===== src/rtl/lifo_arbiter.sv =====
// Round-robin arbiter/sequencer for two requesters sharing one LIFO.
// Serialises push/pop transactions, drives the LIFO strobes, and returns pop data and error status.
module lifo_arbiter #(
    parameter int unsigned DATA_W = 8
) (
    input  logic              clk,
    input  logic              rst,
    input  logic              req0,
    input  logic              op0,
    input  logic [DATA_W-1:0] wdata0,
    input  logic              req1,
    input  logic              op1,
    input  logic [DATA_W-1:0] wdata1,
    output logic              ack0,
    output logic              ack1,
    output logic              err,
    output logic [DATA_W-1:0] rdata,
    output logic              busy,
    output logic              lifo_we,
    output logic              lifo_re,
    output logic [DATA_W-1:0] lifo_din,
    input  logic [DATA_W-1:0] lifo_dout,
    input  logic              lifo_full,
    input  logic              lifo_empty
);

    typedef enum logic [2:0] {IDLE, PUSH, POP, POP_WAIT, ACK} state_t;

    state_t            state_q, state_d;
    logic              pri_q, pri_d;
    logic              g_q, g_d;
    logic              ack0_q, ack0_d;
    logic              ack1_q, ack1_d;
    logic              err_q, err_d;
    logic [DATA_W-1:0] rdata_q, rdata_d;
    logic              busy_q, busy_d;
    logic              we_q, we_d;
    logic              re_q, re_d;
    logic [DATA_W-1:0] din_q, din_d;
    logic              sel_op;
    logic [DATA_W-1:0] sel_data;

    always_comb begin
        state_d  = state_q;
        pri_d    = pri_q;
        g_d      = g_q;
        err_d    = 1'b0;
        rdata_d  = rdata_q;
        we_d     = 1'b0;
        re_d     = 1'b0;
        din_d    = din_q;
        sel_op   = 1'b0;
        sel_data = '0;

        case (state_q)
            IDLE: begin
                if (req0 || req1) begin
                    g_d      = (req0 && req1) ? pri_q : req1;
                    sel_op   = g_d ? op1 : op0;
                    sel_data = g_d ? wdata1 : wdata0;
                    if (!sel_op) begin
                        if (lifo_full) begin
                            state_d = ACK;
                            err_d   = 1'b1;
                        end else begin
                            state_d = PUSH;
                            we_d    = 1'b1;
                            din_d   = sel_data;
                        end
                    end else begin
                        if (lifo_empty) begin
                            state_d = ACK;
                            err_d   = 1'b1;
                        end else begin
                            state_d = POP;
                            re_d    = 1'b1;
                        end
                    end
                end
            end
            PUSH:     state_d = ACK;
            POP:      state_d = POP_WAIT;
            POP_WAIT: begin
                rdata_d = lifo_dout;
                state_d = ACK;
            end
            ACK: begin
                pri_d   = ~g_q;
                state_d = IDLE;
            end
            default:  state_d = IDLE;
        endcase

        // Acks are registered on entry to ACK so the pulse coincides with the ACK state.
        ack0_d = (state_d == ACK) && !g_d;
        ack1_d = (state_d == ACK) &&  g_d;
        busy_d = (state_d != IDLE);
    end

    always_ff @(posedge clk or negedge rst) begin
        if (!rst) begin
            state_q <= IDLE;
            pri_q   <= 1'b0;
            g_q     <= 1'b0;
            ack0_q  <= 1'b0;
            ack1_q  <= 1'b0;
            err_q   <= 1'b0;
            rdata_q <= '0;
            busy_q  <= 1'b0;
            we_q    <= 1'b0;
            re_q    <= 1'b0;
            din_q   <= '0;
        end else begin
            state_q <= state_d;
            pri_q   <= pri_d;
            g_q     <= g_d;
            ack0_q  <= ack0_d;
            ack1_q  <= ack1_d;
            err_q   <= err_d;
            rdata_q <= rdata_d;
            busy_q  <= busy_d;
            we_q    <= we_d;
            re_q    <= re_d;
            din_q   <= din_d;
        end
    end

    assign ack0     = ack0_q;
    assign ack1     = ack1_q;
    assign err      = err_q;
    assign rdata    = rdata_q;
    assign busy     = busy_q;
    assign lifo_we  = we_q;
    assign lifo_re  = re_q;
    assign lifo_din = din_q;

endmodule


===== config.mk =====
export PLATFORM = sky130hd
export DESIGN_NAME = lifo_arbiter
export DESIGN_NICKNAME = d
export VERILOG_FILES = /design/src/rtl/lifo_arbiter.sv
export SDC_FILE = /design/constraint.sdc
export NUM_CORES = 1
export LEC_CHECK = 0
export CAP_MARGIN = 20
export CORE_MARGIN = 2
export CORE_UTILIZATION = 30
export DETAILED_ROUTE_END_ITERATION = 6
export PLACE_DENSITY_LB_ADDON = 0.15
export SLEW_MARGIN = 20
export SYNTH_ARGS = -nofsm -noshare
export SYNTH_HDL_FRONTEND = slang
export SYNTH_SLANG_ARGS = --single-unit

===== constraint.sdc =====
create_clock -name clk -period 2.4 [get_ports clk]
set_input_delay 0.48 -clock clk [delete_from_list [all_inputs] [get_ports clk]]
set_output_delay 0.48 -clock clk [all_outputs]
set_load 0.02 [all_outputs]

==> results.yml, run 1 <==
logic_synthesis:
  yosysUniqueCellTypes: 28
  synth_area_leaders: "dfrtp_1 (56%), mux2_2 (16%), mux2_4 (9.9%)"
  synth_area_um2: 1215
  synth_nets: 117
  ys_seq_elements: 27
  syn_inst: 85
  yosysTopAreaCell: "dfrtp_1"
  avgSynthCellArea_um2: 14.29
  synth_top_area_share_pct: 55.61
  yosysWarningCount: 0
  ys_seq_area_share_pct: 55.61
cells_and_area:
  area_growth_pct: 51.08
  regArea_um2: 675.6
  fin_area_um2: 1836
  fin_nets: 174
  drive_gt1_share_pct: 24.82
  final_cells: 191
  n_antenna_cell: 0
  multi_input_area_um2: 501.7
  n_fill_cell: 364
power_and_ir_drop:
  ir_drop_mv: 0.3139
  intPower_uw: 1381
  clockPowerShare_pct: 11.9
  total_power_uw: 2103
  seqPwrFrac_pct: 37.3
  p_leak_uw: 0.0007625
  p_sw_uw: 721.7
  switching_share_pct: 34.31
  power_frac_comb_pct: 50.8
  power_density_nw_per_um2: 1146
worst_hold_path:
  hold_class: "reg2reg"
route:
  wl_per_cell_um: 13.75
  drc: 0
  routed_via_density: 4.545
  drtPass1Iterations: 2
  drt_iter0_drc: 26
  postRouteAntennaNets: 0
  drt-total-wl_um: 2627
  vias: 868
cts:
  cts_resized: 0
  path_clk_slew_ns: 0.09
  cts_tree: "done"
  numCtsBuffers: 3
  h-tree-depth: 1
  clk_latency_ns: 0.27
  cts_root_buf: "clkbuf_8"
  cts_hold_buf: 0
  cts_post_setup_buffers_inserted: 0
  clockBufferDepth: 2
  cts_sinks: 27
global_route:
  grt_pass1_wl_um: 4084
  grt_max_degree: 28
  grt_usage_pct: 12.04
  grt_pass1_vias: 931
  grt_overflow: 0
  antenna_found_initial: 0
place:
  gp_congestion: 0.7284
  dp_cells: 187
  dpl.hpwl_um: 2059
  place_ws_ns: 0.04682
  post_dp_cell_area_um2: 1790
  port_buffers: 53
timing:
  fin_crit_sh_pct: 84.75
  setup_slack_ns: 0.3659
  max_slew.worst_pin.slew_ns: 0.4448
  fmax_mhz: 491.6
  slew_headroom_pct: 70.34
  drv_slew: 0
  hold_viol_final: 0
  fin_worst_skew_ns: 0.008770
  min_period_ns: 2.034
  setup_viol: 0
  rsz0062_at_grt: "false"
  fin_setup_tns_ns: 0
status:
  outcome: "finished, final reports clean"
critical_path:
  cpPeakStageDelay_ns: 0.47
  crit_chain: "clkdlybuf4s50_1, nor2b_2, nand2b_1, mux2_2, mux2_4"
  critPathRequiredTime_ns: 2.56
  slowest_stage: "clkdlybuf4s50_1"
  path_delay_family: "multiplexers"
  cp_data_arrival_time_ns: 2.20
  worstPathMaxFanout: 9
  cp_num_buf_inv: 1
  crit_type: "in2reg"
  cp-end-kind: "flop"
  startpoint_type: "primary input"
flow_run:
  maxCapViolations: 0
die:
  die_h_um: 67.64
  ios: 54
  die-width_um: 67.64
  rows: 23
  coreArea_um2: 3943
  dieArea_um2: 4574
  start_util_pct: 30.82
[kinds of logic (layout without fill, tap and decap cells)]
| kind of cell | count (synthesis) | count (layout) | synth area share [%] |
|---|---|---|---|
| AO/OA/AOI/OAI | 8 | 8 | 4.017 |
| multiplexers | 26 | 26 | 26.47 |
| flip-flops | 27 | 27 | 55.61 |
| AND/OR/NAND/NOR | 20 | 20 | 10.81 |
| buffers and inverters | 4 | 60 | 3.089 |
[synthesized netlist by cell type]
library cell  instances
dfrtp_1              27
mux2_2               17
mux2_4                8
nor2_1                4
a21oi_1               2
a31oi_1               2
nand3b_1              2
nor3_1                2
o21ai_0               2
and2_1                1
and3_1                1
buf_6                 1
clkbuf_8              1
clkinv_4              1
inv_1                 1
mux2i_1               1
nand2_1               1
nand2b_1              1
nand3_2               1
nor2b_2               1
nor3_2                1
nor3b_1               1
o2bb2ai_1             1
o31ai_1               1
or2_1                 1
or3_1                 1
or3_4                 1
or3b_2                1
[power groups by stage]
stage / sequential (µW) / combinational, µW / clock (µW)
2_1_floorplan: 987 / 416 / 0
3_3_place_gp: 787 / 1070 / 0
3_5_place_dp: 796 / 1080 / 0
4_1_cts: 788 / 1090 / 261
5_1_grt: 815 / 1140 / 280
6_report: 785 / 1070 / 250
[cells in the final DEF (no fill, tap or decap), types with 2 or more instances in the layout]
cell / count
clkbuf_8: 3
clkdlybuf4s50_1: 53
o21ai_0: 2
mux2_2: 17
nand3b_1: 2
a31oi_1: 2
mux2_4: 8
nor3_1: 2
nor2_1: 4
a21oi_1: 2
dfrtp_1: 27
[worst register-to-register path: stages, from the launching register on]
cell	delay, ns
dfrtp_1	0.40
nor2b_2	0.17
nand2b_1	0.40
mux2_2	0.39
mux2_4	0.26
[final cells by class]
| class | count | share of cell area [%] |
|---|---|---|
| Multi-Input combinational cell | 54 | 27.33 |
| Tap cell | 50 | 3.408 |
| Sequential cell | 27 | 36.81 |
| Timing Repair Buffer | 54 | 29.31 |
| Inverter | 2 | 0.6817 |
| Clock buffer | 4 | 2.454 |
[through the flow]
step                hold WS [ns]  utilization, %
floorplan                 0.1844               -
global placement          0.4680           45.41
detailed placement        0.4814           45.41
CTS                       0.5117           46.56
global route              0.5236           46.56
finish                    0.5092           46.56
[final timing paths]
kind                                       from                 endpoint  slack (ns)  cells after the start
max                                        req0  lifo_din[0]$_DFFE_PN0P_        0.37                      5
min                        rdata[3]$_DFFE_PN0N_     rdata[3]$_DFFE_PN0N_        0.51                      1
max reg2reg                   pri_q$_DFFE_PN0N_  lifo_din[0]$_DFFE_PN0P_        0.68                      4
min reg2reg                rdata[3]$_DFFE_PN0N_     rdata[3]$_DFFE_PN0N_        0.51                      1
max in group asynchronous                   rst        pri_q$_DFFE_PN0N_        1.56                      2
min in group asynchronous                   rst     rdata[0]$_DFFE_PN0N_        0.59                      2
[sequential cells by signal, indices dropped and copies added, names as in the netlist]
register,cells
ack0,1
ack1,1
busy,1
err,1
g_q,1
lifo_din,8
lifo_re,1
lifo_we,1
pri_q,1
rdata,8
state_q,3
[metal layers]
layer	up-vias	track usage, %	routed length [µm]
met5	-	0	0
met4	0	6.633	34
met3	2	1.500	146
met2	27	21.32	1394
met1	425	13.94	1052
li1	414	-	-
(Power assumes the default switching activity.)
==> run 2, diff against run 1 <==
clock period = 1.7 ns   (was 2.4 ns; I/O delays follow)
==> results.yml, run 2 (synthesis gave the netlist of run 1 again) <==
cells_and_area:
  drive_gt1_share_pct: 34.42
  fin_area_um2: 1998
  area_growth_pct: 64.47
  final_cell_mix: "clkdlybuf4s50_1 (52), dfrtp_1 (27), mux2_2 (17)"
  multi_input_area_um2: 551.8
  regArea_um2: 675.6
  utilization_pct: 50.68
  fin_nets: 187
  n_fill_cell: 323
  final_common_cell: "clkdlybuf4s50_1"
  n_antenna_cell: 0
route:
  drc: 0
  postRouteAntennaNets: 0
  vias: 903
  drtPass1Iterations: 4
  routed_via_density: 4.426
  drt-total-wl_um: 2602
  drt_iter0_drc: 40
  wl_per_cell_um: 12.75
timing:
  drv_slew: 0
  holdWs_ns: 0.4442
  slew_headroom_pct: 70.77
  min_period_ns: 1.645
  fin_crit_sh_pct: 96.75
  setup_viol: 0
  fmax_mhz: 608.0
  hold_viol_final: 0
  fin_setup_tns_ns: 0
  max_slew.worst_pin.slew_ns: 0.4339
  fin_worst_skew_ns: 0.001812
flow_run:
  maxCapViolations: 0
cts:
  clk_latency_ns: 0.26
  cts_hold_buf: 0
  clockBufferDepth: 2
  cts_sinks: 27
  path_clk_slew_ns: 0.09
  h-tree-depth: 1
  cts_tree: "done"
  numCtsBuffers: 3
  cts_root_buf: "clkbuf_8"
critical_path:
  critPathRequiredTime_ns: 1.86
  cp_data_arrival_time_ns: 1.80
  ff2ff_path_depth: 5
  worstPathMaxFanout: 4
  cp-end-kind: "flop"
  startpoint_type: "flop"
  crit_type: "reg2reg"
power_and_ir_drop:
  ir_drop_mv: 0.4915
  total_power_uw: 3177
  p_leak_uw: 0.0008588
  power_density_nw_per_um2: 1590
die:
  die-width_um: 67.64
  rows: 23
  start_util_pct: 30.82
  coreArea_um2: 3943
  ios: 54
  dieArea_um2: 4574
  die_h_um: 67.64
global_route:
  grtUsageMet2_pct: 19.73
  grtUsageMet3_pct: 1.500
  grt_pass1_wl_um: 4050
  antenna_found_initial: 0
  grtUsageMet1_pct: 15.39
  grt_max_degree: 28
  grt_overflow: 0
  grt_pass1_vias: 903
  grt_usage_pct: 11.89
  grt.busiest_layer: "met2"
place:
  port_buffers: 53
  dpl.hpwl_um: 1963
  gp_congestion: 0.7518
  post_dp_cell_area_um2: 1863
status:
  outcome: "finished, final reports clean"
worst_hold_path:
  hold_class: "in2async"
-- run 2: through the flow --
stage / setup WS (ns) / std cells
2_1_floorplan: 0.05698 / 85
3_3_place_gp: -0.3353 / 195
3_5_place_dp: -0.3587 / 195
4_1_cts: 0.0005476 / 199
5_1_grt: -0.001552 / 204
6_report: 0.05531 / 204
-- run 2: repair_timing --
item | 4_1_cts | 5_1_grt
gates cloned | 0 | 1
endpoints found under the setup margin | 8 | 11
setup buffers | 0 | 4
resized for setup | 3 | 8
-- run 2: final timing paths --
| path | slack, ns | end | from |
|---|---|---|---|
| setup reg to reg | 0.06 | lifo_din[7]$_DFFE_PN0P_ | state_q[1]$_DFF_PN0_ |
| hold reg to reg | 0.48 | pri_q$_DFFE_PN0N_ | g_q$_DFF_PN0_ |
| setup / recovery | 0.06 | lifo_din[7]$_DFFE_PN0P_ | state_q[1]$_DFF_PN0_ |
| max in group asynchronous | 1.00 | lifo_din[2]$_DFFE_PN0P_ | rst |
| min in group clk | 0.48 | pri_q$_DFFE_PN0N_ | g_q$_DFF_PN0_ |
| hold / removal | 0.44 | rdata[2]$_DFFE_PN0N_ | rst |
-- run 2: report_power, final --
group / switching [µW] / total, µW / internal (µW)
Combinational: 755 / 1750 / 993
Clock: 189 / 353 / 164
Sequential: 138 / 1080 / 937
-- run 2: final cells by class --
| type | count | area share, % |
|---|---|---|
| sequential | 27 | 33.81 |
| multi-input combinational | 54 | 27.61 |
| clock buffer | 3 | 2.066 |
| clock inverter | 1 | 0.2505 |
| inverter | 2 | 0.6262 |
| timing repair buffer | 66 | 32.19 |
| timing repair inverter | 1 | 0.3131 |
| tap | 50 | 3.131 |
-- run 2: layer usage --
metal | vias up | wire length (µm) | part of all wire [%]
met5 | - | 0 | 0
met4 | 0 | 34 | 1.3
met3 | 2 | 128 | 4.9
met2 | 27 | 1336 | 51
met1 | 433 | 1103 | 42
li1 | 441 | - | -
-- run 2: critical path, cell delays in order (launching register included) --
cell,delay [ns]
dfrtp_1,0.39
or3_4,0.41
nor3_4,0.20
nand3_4,0.13
inv_4,0.11
mux2_4,0.30
